## config.mk

```make
export PLATFORM = sky130hd
export DESIGN_NAME = uart_tx_fifo
export DESIGN_NICKNAME = d
export VERILOG_FILES = /design/src/rtl/uart_pkg.sv /design/src/rtl/uart_fifo.sv /design/src/rtl/uart_tx_fifo.sv
export SDC_FILE = /design/constraint.sdc
export NUM_CORES = 1
export LEC_CHECK = 0
export BUFFER_PORTS_ARGS = -buffer_cell sky130_fd_sc_hd__buf_4
export CAP_MARGIN = 20
export CORE_AREA = 5 5 77 79
export CTS_CLUSTER_SIZE = 40
export DETAILED_ROUTE_END_ITERATION = 6
export DIE_AREA = 0 0 82 84
export PLACE_DENSITY = 0.73
export SLEW_MARGIN = 15
export SYNTH_ARGS = -nofsm -noshare
export SYNTH_HDL_FRONTEND = slang
export SYNTH_SLANG_ARGS = --single-unit
export TNS_END_PERCENT = 100
```

## constraint.sdc

```tcl
create_clock -name clock -period 2.1 [get_ports clock]
set_input_delay 0.105 -clock clock [delete_from_list [all_inputs] [get_ports clock]]
set_output_delay 0.105 -clock clock [all_outputs]
set_load 0.03 [all_outputs]
```

## src/rtl/uart_pkg.sv

```systemverilog
// Shared definitions for the UART transmitter: FSM state encoding and line levels.
package uart_pkg;

    typedef enum logic [2:0] {
        IDLE   = 3'd0,
        START  = 3'd1,
        DATA   = 3'd2,
        PARITY = 3'd3,
        STOP   = 3'd4
    } uart_state_t;

    localparam logic IDLE_LEVEL  = 1'b1;
    localparam logic START_LEVEL = 1'b0;

endpackage

```

## src/rtl/uart_fifo.sv

```systemverilog
// Word FIFO for the UART transmitter; DEPTH must be a power of two so the pointers wrap naturally.
module uart_fifo
    import uart_pkg::*;
#(
    parameter int WIDTH = 8,
    parameter int DEPTH = 4
) (
    input  logic                     clock,
    input  logic                     reset_n,
    input  logic                     push,
    input  logic [WIDTH-1:0]         wr_data,
    input  logic                     pop,
    output logic [WIDTH-1:0]         rd_data,
    output logic                     full,
    output logic                     empty,
    output logic [$clog2(DEPTH):0]   count
);
    localparam int AW = $clog2(DEPTH);
    localparam int CW = AW + 1;

    logic [WIDTH-1:0] mem [DEPTH];
    logic [AW-1:0]    wr_ptr;
    logic [AW-1:0]    rd_ptr;
    logic             do_push;
    logic             do_pop;

    assign full    = (count == CW'(DEPTH));
    assign empty   = (count == '0);
    assign do_push = push && !full;
    assign do_pop  = pop && !empty;
    assign rd_data = mem[rd_ptr];

    always_ff @(posedge clock or negedge reset_n) begin
        if (!reset_n) begin
            wr_ptr <= '0;
            rd_ptr <= '0;
            count  <= '0;
        end else begin
            if (do_push) wr_ptr <= wr_ptr + AW'(1);
            if (do_pop)  rd_ptr <= rd_ptr + AW'(1);
            case ({do_push, do_pop})
                2'b10:   count <= count + CW'(1);
                2'b01:   count <= count - CW'(1);
                default: count <= count;
            endcase
        end
    end

    // Storage needs no reset: a word is only read after it has been written.
    always_ff @(posedge clock) begin
        if (do_push) mem[wr_ptr] <= wr_data;
    end

endmodule

```

## src/rtl/uart_tx_fifo.sv

```systemverilog
// UART transmitter fed by a word FIFO. Define UART_TX_PARITY_EN to insert a parity bit
// after the data bits; without it parity_odd is ignored.
module uart_tx_fifo
    import uart_pkg::*;
#(
    parameter int DATA_BITS  = 8,
    parameter int CLOCK_DIV  = 104,
    parameter int STOP_BITS  = 1,
    parameter int FIFO_DEPTH = 4
) (
    input  logic                          clock,
    input  logic                          reset_n,
    input  logic                          tx_valid,
    input  logic [DATA_BITS-1:0]          tx_data,
    output logic                          tx_ready,
    input  logic                          parity_odd,
    output logic                          tx,
    output logic                          busy,
    output logic [$clog2(FIFO_DEPTH):0]   fifo_count
);
    // state  | meaning
    // IDLE   | line idle, pops the head word when the FIFO is non-empty
    // START  | start bit
    // DATA   | DATA_BITS data bits, LSB first
    // PARITY | parity bit (UART_TX_PARITY_EN builds only)
    // STOP   | STOP_BITS stop bits

    localparam int              CW        = $clog2(CLOCK_DIV);
    localparam int              IW        = $clog2(DATA_BITS);
    localparam logic [CW-1:0]   CNT_LAST  = CW'(CLOCK_DIV - 1);
    localparam logic [IW-1:0]   IDX_LAST  = IW'(DATA_BITS - 1);
    localparam logic            STOP_LAST = (STOP_BITS == 2);

    uart_state_t          state;
    logic [CW-1:0]        bit_cnt;
    logic [IW-1:0]        bit_idx;
    logic                 stop_idx;
    logic [DATA_BITS-1:0] shreg;
    logic [DATA_BITS-1:0] head;
    logic                 pop;
    logic                 full;
    logic                 empty;
    logic                 bit_end;
    logic                 line_level;
`ifdef UART_TX_PARITY_EN
    logic                 par_bit;
`else
    logic                 unused_parity_odd;
    assign unused_parity_odd = parity_odd;
`endif

    uart_fifo #(.WIDTH(DATA_BITS), .DEPTH(FIFO_DEPTH)) u_fifo (
        .clock   (clock),
        .reset_n (reset_n),
        .push    (tx_valid),
        .wr_data (tx_data),
        .pop     (pop),
        .rd_data (head),
        .full    (full),
        .empty   (empty),
        .count   (fifo_count)
    );

    assign pop      = (state == IDLE) && !empty;
    assign tx_ready = !full;
    assign busy     = (state != IDLE) || (fifo_count != '0);
    assign bit_end  = (bit_cnt == CNT_LAST);

    always_comb begin
        line_level = IDLE_LEVEL;
        case (state)
            START:   line_level = START_LEVEL;
            DATA:    line_level = shreg[0];
`ifdef UART_TX_PARITY_EN
            PARITY:  line_level = par_bit;
`endif
            default: line_level = IDLE_LEVEL;
        endcase
    end

    // tx registers the level of the current state, so the line trails the FSM by one cycle.
    always_ff @(posedge clock or negedge reset_n) begin
        if (!reset_n) begin
            state    <= IDLE;
            bit_cnt  <= '0;
            bit_idx  <= '0;
            stop_idx <= 1'b0;
            shreg    <= '0;
            tx       <= IDLE_LEVEL;
`ifdef UART_TX_PARITY_EN
            par_bit  <= 1'b0;
`endif
        end else begin
            tx <= line_level;
            if (state != IDLE) bit_cnt <= bit_end ? '0 : bit_cnt + CW'(1);
            case (state)
                IDLE: begin
                    if (!empty) begin
                        shreg <= head;
                        state <= START;
`ifdef UART_TX_PARITY_EN
                        par_bit <= (^head) ^ parity_odd;
`endif
                    end
                end
                START: begin
                    if (bit_end) state <= DATA;
                end
                DATA: begin
                    if (bit_end) begin
                        shreg <= {1'b0, shreg[DATA_BITS-1:1]};
                        if (bit_idx == IDX_LAST) begin
                            bit_idx <= '0;
`ifdef UART_TX_PARITY_EN
                            state   <= PARITY;
`else
                            state   <= STOP;
`endif
                        end else begin
                            bit_idx <= bit_idx + IW'(1);
                        end
                    end
                end
`ifdef UART_TX_PARITY_EN
                PARITY: begin
                    if (bit_end) state <= STOP;
                end
`endif
                STOP: begin
                    if (bit_end) begin
                        if (stop_idx == STOP_LAST) begin
                            stop_idx <= 1'b0;
                            state    <= IDLE;
                        end else begin
                            stop_idx <= 1'b1;
                        end
                    end
                end
                default: state <= IDLE;
            endcase
        end
    end

endmodule

```

# Word level (Yosys, flattened, before mapping)
# Memory sizes are Yosys's and may differ from the RTL's.
# Cells that the tools add are included.
dict set report op_classes {
  add_sub_neg 6
  eq_ne 14
  mux 17
  n_reduce_logical 16
}
# op n
set ops {}
lappend ops {{3-bit two-way mux} 7}
lappend ops {{8-bit two-way mux} 2}
lappend ops {{8-bit one-hot mux with 2 select lines} 1}
lappend ops {{2-bit inequality test, second input constant} 6}
lappend ops {{3-bit one-hot mux with 4 select lines} 1}
lappend ops {{3-bit equality test, second input constant} 3}
lappend ops {{7-bit by 1-bit adder with 7-bit output, second input constant} 1}
lappend ops {{7-bit equality test, second input constant} 1}
lappend ops {{7-bit two-way mux} 1}
lappend ops {{3-bit by 1-bit adder with 3-bit output, second input constant} 2}
lappend ops {{3-bit logical NOT} 2}
lappend ops {{3-bit one-hot mux with 2 select lines} 1}
lappend ops {{6-bit AND reduction} 1}
lappend ops {{3-bit nonzero test} 2}
lappend ops {{2-bit by 1-bit adder with 2-bit output, second input constant} 2}
lappend ops {{2-bit AND reduction} 2}
lappend ops {{2-bit nonzero test} 2}
lappend ops {{3-bit by 1-bit equality test with 1-bit output, second input constant} 1}
lappend ops {{3-bit by 2-bit equality test with 1-bit output, second input constant} 1}
lappend ops {{1-bit logical AND} 3}
lappend ops {{1-bit two-way mux} 3}
lappend ops {{3-bit AND reduction} 1}
lappend ops {{3-bit by 1-bit subtractor with 3-bit output, second input constant} 1}
lappend ops {{2-bit by 1-bit equality test with 1-bit output, second input constant} 1}
lappend ops {{4 further kinds} 5}
dict set report totals {
  regBits 30
  ramBits 32
  input_bits 12
  n_memories 1
}
# memory words word_bits rd rd_ports_with_merged_regs write_ports line_no
set mem_list {}
lappend mem_list {u_fifo.mem 4 8 1 0 1 uart_fifo.sv:21} ;# logic [WIDTH-1:0] mem [DEPTH];

# Depth between registers and ports, before layout
# Gate-level depths: netlist (run 1).
dict set report depth {
  ltp_word 6
  depth_mapped 9
  depth_no_buf 9
}

# Hierarchy
# Synthesis (run 1) repeated with hierarchy kept, for this count alone.
dict set report unflattened {
  cells_unflattened 187
  area_unflattened_um2 2710.1
}
# mod n_inst cells_each area_each_um2
set by_module_without_submodules {}
lappend by_module_without_submodules {uart_fifo 1 80 1584.0}
lappend by_module_without_submodules {uart_tx_fifo 1 107 1126.1}

# Worst setup path after synthesis (run 1)
# OpenSTA, ideal clock, no wires.
dict set report synth_path {
  path_kind {register to register}
  startpoint {register u_fifo.count[0]}
  endpoint {register u_fifo.count[2]}
  setup_ns 0.141
  arrival_ns 2.173
  required_ns 1.959
  slack_ns -0.214
  path_stages_with_launch 10
  path_cell_list {dfrtp_1 nor2_1 nand2_1 and2_1 inv_1 ha_1 fa_1 xnor2_1 nor2_1 xor2_1}
}
dict set report synth_between {
  word_cells_on_any_way 13
}
# element line_no
set synth_rtl {}
lappend synth_rtl {{start, declared} uart_fifo.sv:16} ;# output logic [$clog2(DEPTH):0] count
lappend synth_rtl {{start signal, assigned} uart_fifo.sv:42} ;# 2'b10: count <= count + CW'(1);
lappend synth_rtl {{start signal, assigned} uart_fifo.sv:43} ;# 2'b01: count <= count - CW'(1);
lappend synth_rtl {{start signal, assigned} uart_fifo.sv:44} ;# default: count <= count;
lappend synth_rtl {{3-bit equality test (*)} uart_fifo.sv:27} ;# assign full = (count == CW'(DEPTH));
lappend synth_rtl {{1-bit logical NOT (*)} n/a}
lappend synth_rtl {{named net tx_ready} uart_tx_fifo.sv:15} ;# output logic tx_ready,
lappend synth_rtl {{1-bit logical AND (*)} uart_fifo.sv:29} ;# assign do_push = push && !full;
lappend synth_rtl {{2-bit by 1-bit equality test with 1-bit output or 2-bit equality test (tied branches)} uart_fifo.sv:41} ;# case ({do_push, do_pop})
lappend synth_rtl {{3-bit one-hot mux with 2 select lines or 2-bit nonzero test (tied branches)} n/a}
# Mark *: on every way through the listed nets, which the timed path passes. The rest lies on a longest branch.
# A chain may end at the register's enable or synchronous reset.

# Final worst setup path (run 1)
dict set report layout_path {
  startpoint {register state[1]}
  endpoint {register u_fifo.count[1]}
}
dict set report layout_between {
  elab_chain_len 5
  word_cells_on_any_way 7
}
# element line_no
set layout_rtl {}
lappend layout_rtl {{start, declared} uart_tx_fifo.sv:34} ;# uart_state_t state;
lappend layout_rtl {{start signal, assigned} uart_tx_fifo.sv:84} ;# state <= IDLE;
lappend layout_rtl {{start signal, assigned} uart_tx_fifo.sv:100} ;# state <= START;
lappend layout_rtl {{start signal, assigned} uart_tx_fifo.sv:107} ;# if (bit_end) state <= DATA;
lappend layout_rtl {{3-bit logical NOT (*)} uart_tx_fifo.sv:64} ;# assign pop = (state == IDLE) && !empty;
lappend layout_rtl {{1-bit logical AND (*)} uart_tx_fifo.sv:64}
lappend layout_rtl {{1-bit logical AND (*)} uart_fifo.sv:30} ;# assign do_pop = pop && !empty;
lappend layout_rtl {{named net u_fifo.do_pop} uart_fifo.sv:25} ;# logic do_pop;
lappend layout_rtl {{2-bit by 1-bit equality test with 1-bit output or 2-bit equality test (tied branches)} uart_fifo.sv:41}
lappend layout_rtl {{3-bit one-hot mux with 2 select lines or 2-bit nonzero test (tied branches)} n/a}
# Marked as above.

==> impl_metrics.toml, run 1 <==
[status]
status = "finished, final reports clean"

[grt]
initial_antenna_violation_count = 0
grt.met3_usage = 0.04860
first_global_vias = 1668
global_route.usage.met2 = 0.2520
grt-busiest-layer = "met2"
grt_usage = 0.1572
grt_first_pass_wirelength_um = 8010
met1_usage = 0.1974
globalRoute.totalOverflow = 0
largest_net_degree_at_the_start_of_global_routing = 30

[place]
globalplace.congestion = 0.7854
detailed_place.area_sq_um = 2900
port_buffers = 16
place.detailed.hpwl_um = 3148
post-place-cells = 267
placement.setup.worst_slack_ps = 109.4

[job]
cap_violations = 0

[synth]
postSynthNetCount = 197
synth.cells.most_frequent = "edfxtp_1, dfrtp_1, nand2_1"
synth_warnings = 0
seq_area_frac_synth = 0.6342
syn-instance-count = 176
post_synth.cell_area_avg_sq_um = 15.12
synth_cell_type_count = 42
yosys-top-cells-area = "edfxtp_1, dfrtp_1, mux4_2"
post_synthesis_sequential_element_count = 61
syn_area_sq_um = 2661
synthMostInstantiatedCell = "edfxtp_1"
synthDominantCellAreaShare = 0.3611
yosys.area.top_type = "edfxtp_1"
top_reg_cell_synth = "edfxtp_1"
async_reset_ff_frac = 0.4754
synth_edf_count = 32

[routing]
wl_um = 4677
remaining_drc_errors = 0
routed_wire_length_per_instance_um = 15.85
iter_0_drt_violations = 69
postRouteAntennaNets = 0
via_per_inst = 5.288
drtPass1Iterations = 4
route.vias.total = 1560

[clock_network]
cts_repair_resize_count = 0
cts-htree-levels = 3
clock_insertion_delay_worst_skew_ps = 320
clock_sinks = 61
cts-root-to-sink-buffers = 2
cts.reportedPaths.clkPinSlew_ps = 60
cts-root-buf = "clkbuf_8"
cts-buffers-inserted = 9
cts_tree = "yes"

[timing]
worst_slack_ps = 108.1
totalNegativeSetupSlack_ps = 0
max-slew-margin-rel = 0.6863
timing_worst_slew_pin_value_ps = 458.7
setup_violations = 0
rsz_0062_raised_after_global_routing = "no"
hold_worst_slack_ps = 195.0
min_period_ps = 1992
final_hold_viol_count = 0
fmax_ghz = 0.5020
fin_skew_ps = 6.266
period_share = 0.9485
timing_max_transition_violations_final = 0

[cells_and_area]
fillerInstances = 419
layout-drive-gt1-share = 0.3049
layout.area.seq_sq_um = 1692
post-route-cell-area_sq_um = 3164
nNetsFinal = 239
finalCoreUtilization = 0.6004
synthToLayoutAreaGrowth_pct = 18.90
finalNonFillerCells = 295
insertedDiodeCount = 0
multi_input_comb_area_sq_um = 915.9

[critical_path]
kind_of_critical_path = "reg2reg"
critical_path.startpoint_type = "register"
path_max_fanout = 4
ff2ff_setup_slack_ps = 110
worst_ep_required_time_ps = 2310
critPathCaptureType = "register"
timing.critical_path.arrival_ps = 2200

[power]
leakage_nw = 1.251
p_int_mw = 2.704
net-switching-power_mw = 1.294
switching_share_of_power = 0.3237
pwr-share-comb = 0.302
part_of_the_total_power_dissipated_in_the_clock_network = 0.207
power_density_nw_per_um2 = 1263
power.ir.vdd_worst_v = 0.0006008
seq_power_share = 0.491
finalPower_mw = 3.998

[hold_path]
hp-class = "in2reg"

[die]
area_of_the_die_sq_um = 6888
fp_rows = 27
chipWidth_um = 82
initial_utilization = 0.5050
ios = 18
die_height_um = 84
core_sq_um = 5270
## per-layer routing
| metal | part of all wire | vias up |
|---|---|---|
| met2 | 0.52 | 32 |
| met4 | 0.015 | 0 |
| met1 | 0.43 | 774 |
| met5 | 0 | - |
| li1 | - | 747 |
| met3 | 0.036 | 7 |
## placed cells by master (no fill, tap or decap), types with 4 or more instances in the layout
master         instances
o21ai_0                6
and3_1                 5
nor2_1                 8
clkbuf_1               4
dfrtp_1               25
inv_1                  6
o221a_2                7
nand2_1               10
dlygate4sd3_1          9
buf_4                 27
clkbuf_8               9
edfxtp_1              32
ha_1                   8
mux2_2                 5
mux4_2                 8
or3_1                  8
xnor2_1                6
## worst max-delay path, cell delays in order, from the launching register on
cell     delay, ps
dfrtp_1        390
or3_4          410
nor2_4         170
ha_1           210
fa_1           430
mux2_2         270
## cells by family after synthesis
group,Yosys count,synth area share
AND/OR/NAND/NOR,51,0.1138
adder cells (fa/ha/maj),9,0.04514
flip-flops,61,0.6342
XOR/XNOR,8,0.02633
multiplexers,14,0.09262
AO/OA/AOI/OAI,22,0.06536
buffers and inverters,11,0.02257
## path summary, 6_finish.rpt
check	from	to	cells after the start
max	state[1]	u_fifo.count[1]	5
min	tx_valid	u_fifo.wr_ptr[0]	3
max reg2reg	state[1]	u_fifo.count[1]	5
min reg2reg	bit_idx[1]	bit_idx[1]	1
max in group asynchronous	reset_n	tx	2
min in group asynchronous	reset_n	bit_cnt[5]	2
## power groups by stage
stage	registers, mW	clock network, mW	logic [mW]
6_report	1.96	0.828	1.21
5_1_grt	2.02	0.914	1.35
4_1_cts	1.97	0.853	1.18
3_5_place_dp	2.00	0	1.16
3_3_place_gp	1.96	0	1.10
2_1_floorplan	1.90	0	0.891
## flip-flops by register name, summed over array words and instances, names as in the netlist
| register | count |
|---|---|
| u_fifo.mem | 32 |
| shreg | 8 |
| bit_cnt | 7 |
| bit_idx | 3 |
| state | 3 |
| u_fifo.count | 3 |
| u_fifo.rd_ptr | 2 |
| u_fifo.wr_ptr | 2 |
| tx | 1 |
## final cells by class
class | count | area share
Sequential cell | 61 | 0.5346
Inverter | 6 | 0.007117
Tap cell | 72 | 0.02847
Timing Repair Buffer | 36 | 0.09253
Clock buffer | 13 | 0.04389
Multi-Input combinational cell | 104 | 0.2894
Clock inverter | 3 | 0.003954
## what timing repair did
action                                  4_1_cts  5_1_grt
hold buffers                                  9        0
setup buffers                                 0        3
endpoints found under the setup margin        0        2
endpoints found under the hold margin        61        0
Power figures use the tool's default switching activity.
==> run 2: changes to the inputs <==
--- a/config.mk
+++ b/config.mk
@@ -7,11 +7,12 @@
 export LEC_CHECK = 0
 export BUFFER_PORTS_ARGS = -buffer_cell sky130_fd_sc_hd__buf_4
 export CAP_MARGIN = 20
-export CORE_AREA = 5 5 77 79
+export CORE_AREA = 5 5 75 77
+export CTS_BUF_LIST = sky130_fd_sc_hd__clkbuf_8
 export CTS_CLUSTER_SIZE = 40
 export DETAILED_ROUTE_END_ITERATION = 6
-export DIE_AREA = 0 0 82 84
-export PLACE_DENSITY = 0.73
+export DIE_AREA = 0 0 80 82
+export PLACE_DENSITY = 0.77
 export SLEW_MARGIN = 15
 export SYNTH_ARGS = -nofsm -noshare
 export SYNTH_HDL_FRONTEND = slang
==> run 2 against run 1 <==
Against the previous run: non-clock buffer count did not move; worst setup slack improved by 18 ps; sequential cell count did not move; global-route usage rose by 0.97 points; clock skew fell by 1.6 ps; critical path type unchanged; critical endpoint unchanged; largest cell class unchanged.
==> impl_metrics.toml, run 2 (synthesis gave the netlist of run 1 again) <==
[cells_and_area]
synthToLayoutAreaGrowth_pct = 19.89
insertedDiodeCount = 0
finalCoreUtilization = 0.6452
largest_registers = "u_fifo.mem (32), shreg (8), bit_cnt (7)"
layout.cells.most_common = "edfxtp_1"
post-route-cell-area_sq_um = 3191
finalNonFillerCells = 293
max_flop_register = "u_fifo.mem"
max_ffs_per_register = 32
layout_common_cells = "edfxtp_1, buf_4, dfrtp_1"
layout-drive-gt1-share = 0.3184
nNetsFinal = 239

[routing]
postRouteAntennaNets = 0
drtPass1Iterations = 4
routed_wire_length_per_instance_um = 15.83
iter_0_drt_violations = 34
remaining_drc_errors = 0
route.vias.total = 1585
via_per_inst = 5.410
wl_um = 4637

[die]
ios = 18
fp_rows = 26
initial_utilization = 0.5382
chipWidth_um = 80
core_sq_um = 4945
die_height_um = 82
area_of_the_die_sq_um = 6560

[clock_network]
clock_insertion_delay_worst_skew_ps = 330
cts-root-to-sink-buffers = 2
clock_sinks = 61
cts.reportedPaths.clkPinSlew_ps = 60
cts_repair_resize_count = 0
cts-htree-levels = 3
cts-buffers-inserted = 9
cts-root-buf = "clkbuf_8"
cts_tree = "yes"

[timing]
totalNegativeSetupSlack_ps = 0
timing_max_transition_violations_final = 0
period_share = 0.9401
fmax_ghz = 0.5065
max-slew-margin-rel = 0.6306
setup_violations = 0
worst_slack_ps = 125.7
fin_skew_ps = 4.692
final_hold_viol_count = 0
min_period_ps = 1974
timing_worst_slew_pin_value_ps = 554.2
rsz_0062_raised_after_global_routing = "no"
hold_worst_slack_ps = 167.7

[critical_path]
critPathCaptureType = "register"
worst_ep_required_time_ps = 2310
critical_path.startpoint_type = "register"
timing.critical_path.arrival_ps = 2180
path_max_fanout = 4
kind_of_critical_path = "reg2reg"

[power]
pwr-share-comb = 0.291
net-switching-power_mw = 1.311
power_density_nw_per_um2 = 1292
leakage_nw = 1.270
switching_share_of_power = 0.3181
seq_power_share = 0.477
finalPower_mw = 4.123
power.ir.vdd_worst_v = 0.0007170
p_int_mw = 2.812
part_of_the_total_power_dissipated_in_the_clock_network = 0.231

[job]
cap_violations = 0

[hold_path]
hp-class = "in2reg"

[grt]
largest_net_degree_at_the_start_of_global_routing = 30
grt_usage = 0.1669
grt_first_pass_wirelength_um = 7962
globalRoute.totalOverflow = 0
initial_antenna_violation_count = 0
first_global_vias = 1684

[place]
post-place-cells = 264
port_buffers = 16
placement.setup.worst_slack_ps = 114.9
globalplace.congestion = 0.7645
place.detailed.hpwl_um = 3115
detailed_place.area_sq_um = 2890

[status]
status = "finished, final reports clean"
## run 2: changes by cell type in the layout (fill, tap and decap cells not counted), sizes merged
| cell | delta |
|---|---|
| clkinv | +3 |
| clkbuf | -4 |
| bufinv | +1 |
## run 2: final timing paths
path	startpoint	slack [ps]	endpoint	cells past startpoint
min reg2reg	bit_idx[2]	520	bit_idx[2]	1
max	state[1]	130	u_fifo.count[1]	5
min in group asynchronous	reset_n	240	bit_cnt[3]	2
max in group asynchronous	reset_n	1550	tx	2
min	tx_valid	170	u_fifo.wr_ptr[0]	3
max reg2reg	state[1]	130	u_fifo.count[1]	5
## run 2: worst max-delay path, stage by stage, from the launching register on
cell     delay [ps]
dfrtp_1         370
or3_4           400
nor2_4          160
ha_1            220
fa_1            430
mux2_2          270
## run 2: area by class of cell
type | instances | area, sq um
tap | 70 | 87.58
inverter | 6 | 22.52
sequential | 61 | 1692
timing repair buffer | 36 | 292.8
fill | 376 | 1754
clock inverter | 7 | 56.30
multi-input combinational | 104 | 915.9
clock buffer | 9 | 123.9
## run 2: power by group through the flow
| stage | Clock (mW) | Combinational, mW | Sequential [mW] |
|---|---|---|---|
| finish | 0.952 | 1.20 | 1.97 |
| global route | 1.03 | 1.33 | 2.02 |
| CTS | 0.981 | 1.15 | 1.99 |
| detailed placement | 0 | 1.14 | 2.01 |
| global placement | 0 | 1.07 | 1.96 |
| floorplan | 0 | 0.891 | 1.90 |
## run 2: routing by layer
layer  track usage  vias to the layer above  routed length, um
met1        0.1909                      800               1998
met5             0                        -                  0
met3       0.03180                        7                150
met2        0.2864                       32               2384
met4        0.1098                        0                104
li1              -                      746                  -
## run 2: timing repair
action	in CTS	in global routing
buffers inserted	0	4
setup endpoints to repair	0	1
endpoints found under the hold margin	61	0
hold buffers	9	0
==> run 3: changes to the inputs <==
--- a/config.mk
+++ b/config.mk
@@ -7,12 +7,12 @@
 export LEC_CHECK = 0
 export BUFFER_PORTS_ARGS = -buffer_cell sky130_fd_sc_hd__buf_4
 export CAP_MARGIN = 20
-export CORE_AREA = 5 5 75 77
+export CORE_AREA = 5 5 63 93
 export CTS_BUF_LIST = sky130_fd_sc_hd__clkbuf_8
 export CTS_CLUSTER_SIZE = 40
 export DETAILED_ROUTE_END_ITERATION = 6
-export DIE_AREA = 0 0 80 82
-export PLACE_DENSITY = 0.77
+export DIE_AREA = 0 0 68 98
+export PLACE_DENSITY = 0.75
 export SLEW_MARGIN = 15
 export SYNTH_ARGS = -nofsm -noshare
 export SYNTH_HDL_FRONTEND = slang
==> run 3 against run 2 <==
Against the previous run: cell count down 1.4%; highest routed layer unchanged; core utilization down 1.4 points; total power down 3.7%; critical path depth unchanged; hold slack worse by 33 ps; wire length up 1.4%; non-clock buffer count down 2; count of clock-buffer cells in the layout unchanged; sequential power about the same.
==> impl_metrics.toml, run 3 (synthesis gave the netlist of run 1 again) <==
[clock_network]
clock_sinks = 61
cts-root-buf = "clkbuf_8"
cts-htree-levels = 3
cts.reportedPaths.clkPinSlew_ps = 70
cts_tree = "yes"
clock_insertion_delay_worst_skew_ps = 330
cts-buffers-inserted = 9
cts-root-to-sink-buffers = 2

[die]
ios = 18
chipWidth_um = 68
die_height_um = 98
area_of_the_die_sq_um = 6664
core_sq_um = 5005
fp_rows = 32
initial_utilization = 0.5317

[hold_path]
hp-class = "in2reg"

[grt]
globalRoute.totalOverflow = 0
first_global_vias = 1656
grt-busiest-layer = "met2"
grt.met3_usage = 0.05524
initial_antenna_violation_count = 0
largest_net_degree_at_the_start_of_global_routing = 30
met1_usage = 0.1721
grt_first_pass_wirelength_um = 7714
global_route.usage.met2 = 0.2741
grt_usage = 0.1610

[timing]
period_share = 0.9386
setup_violations = 0
max-slew-margin-rel = 0.6150
hold_worst_slack_ps = 135.0
min_period_ps = 1971
fmax_ghz = 0.5074
rsz_0062_raised_after_global_routing = "no"
fin_skew_ps = 5.548
timing_worst_slew_pin_value_ps = 577.5
timing_max_transition_violations_final = 0
totalNegativeSetupSlack_ps = 0
final_hold_viol_count = 0

[place]
post-place-cells = 262
port_buffers = 16
place.detailed.hpwl_um = 3261
globalplace.congestion = 0.8755

[routing]
drtPass1Iterations = 4
postRouteAntennaNets = 0
via_per_inst = 5.398
routed_wire_length_per_instance_um = 16.28
iter_0_drt_violations = 99
route.vias.total = 1560
remaining_drc_errors = 0
wl_um = 4704

[cells_and_area]
insertedDiodeCount = 0
max_ffs_per_register = 32
layout_common_cells = "edfxtp_1, dfrtp_1, buf_4"
layout-drive-gt1-share = 0.3258
nNetsFinal = 237
max_flop_register = "u_fifo.mem"
largest_registers = "u_fifo.mem (32), shreg (8), bit_cnt (7)"
finalNonFillerCells = 289
finalCoreUtilization = 0.6308
synthToLayoutAreaGrowth_pct = 18.62
layout.cells.most_common = "edfxtp_1"

[critical_path]
path_max_fanout = 4
timing.critical_path.arrival_ps = 2180
worst_path_cell_chain = "or3_4 > nor2_4 > ha_2 > fa_1 > mux2_2"
critPathCaptureType = "register"
kind_of_critical_path = "reg2reg"
critical_path.startpoint_type = "register"
worst_ep_required_time_ps = 2310
slowest_cell_on_the_critical_path = "or3_4"
critical-path-max-stage-delay_ps = 410

[power]
power_density_nw_per_um2 = 1258
power.ir.vdd_worst_v = 0.0006550
leakage_nw = 1.256

[job]
cap_violations = 0

[status]
status = "finished, final reports clean"
-- run 3: cell types whose count changed in the layout (fill, tap and decap cells not counted), sizes merged --
| cell | change |
|---|---|
| clkinvlp | +1 |
| inv | +2 |
| clkinv | -2 |
| bufinv | -1 |
| buf | -2 |
-- run 3: layer usage --
layer  vias to the layer above  part of all wire  wire length, um
li1                        742                 -                -
met2                        27              0.56             2626
met1                       780              0.39             1836
met3                        11             0.028              130
met5                         -                 0                0
met4                         0             0.024              111
-- run 3: cell type report --
| class | instances | area, sq um |
|---|---|---|
| flip-flops and latches | 61 | 1692 |
| clock buffers | 9 | 123.9 |
| inverters | 6 | 22.52 |
| multi-input cells | 104 | 920.9 |
| well taps | 68 | 85.08 |
| clock inverters | 7 | 35.03 |
| fillers | 369 | 1848 |
| repair buffers | 34 | 277.8 |
-- run 3: report_power, final --
part | internal, mW | switching [mW]
logic | 0.625 | 0.557
registers | 1.64 | 0.321
clock network | 0.409 | 0.421
total | 2.67 | 1.30
-- run 3: timing repair --
| action | 4_1_cts | 5_1_grt |
|---|---|---|
| hold buffers | 9 | 0 |
| resized for setup | 0 | 2 |
| hold endpoints to repair | 61 | 0 |
| buffers inserted | 0 | 2 |
| endpoints found under the setup margin | 0 | 2 |
-- run 3: per-stage QoR --
stage	power, mW	setup WS, ps	instance area [sq um]
after detailed placement	3.138	107.3	2888
final	3.971	129.0	3157
after global placement	3.040	175.8	2888
after CTS	3.997	100.3	3137
after global routing	4.229	21.78	3157
after floorplan	2.791	1.716	2668
-- run 3: worst paths after layout --
path,cells past startpoint,to,slack (ps),from
worst max-delay path,5,u_fifo.count[1],130,state[1]
worst min-delay path,3,u_fifo.wr_ptr[0],140,tx_valid
worst max register to register,5,u_fifo.count[1],130,state[1]
worst min register to register,2,bit_cnt[1],520,bit_cnt[1]
max in group asynchronous,2,tx,1560,reset_n
min in group asynchronous,2,bit_cnt[4],240,reset_n
-- run 3: critical path: cells and delay by family (launching register included) --
kind | cells | cell delay, ps
simple gates | 2 | 570
fa+ha+maj | 2 | 630
mux | 1 | 270
flops | 1 | 380
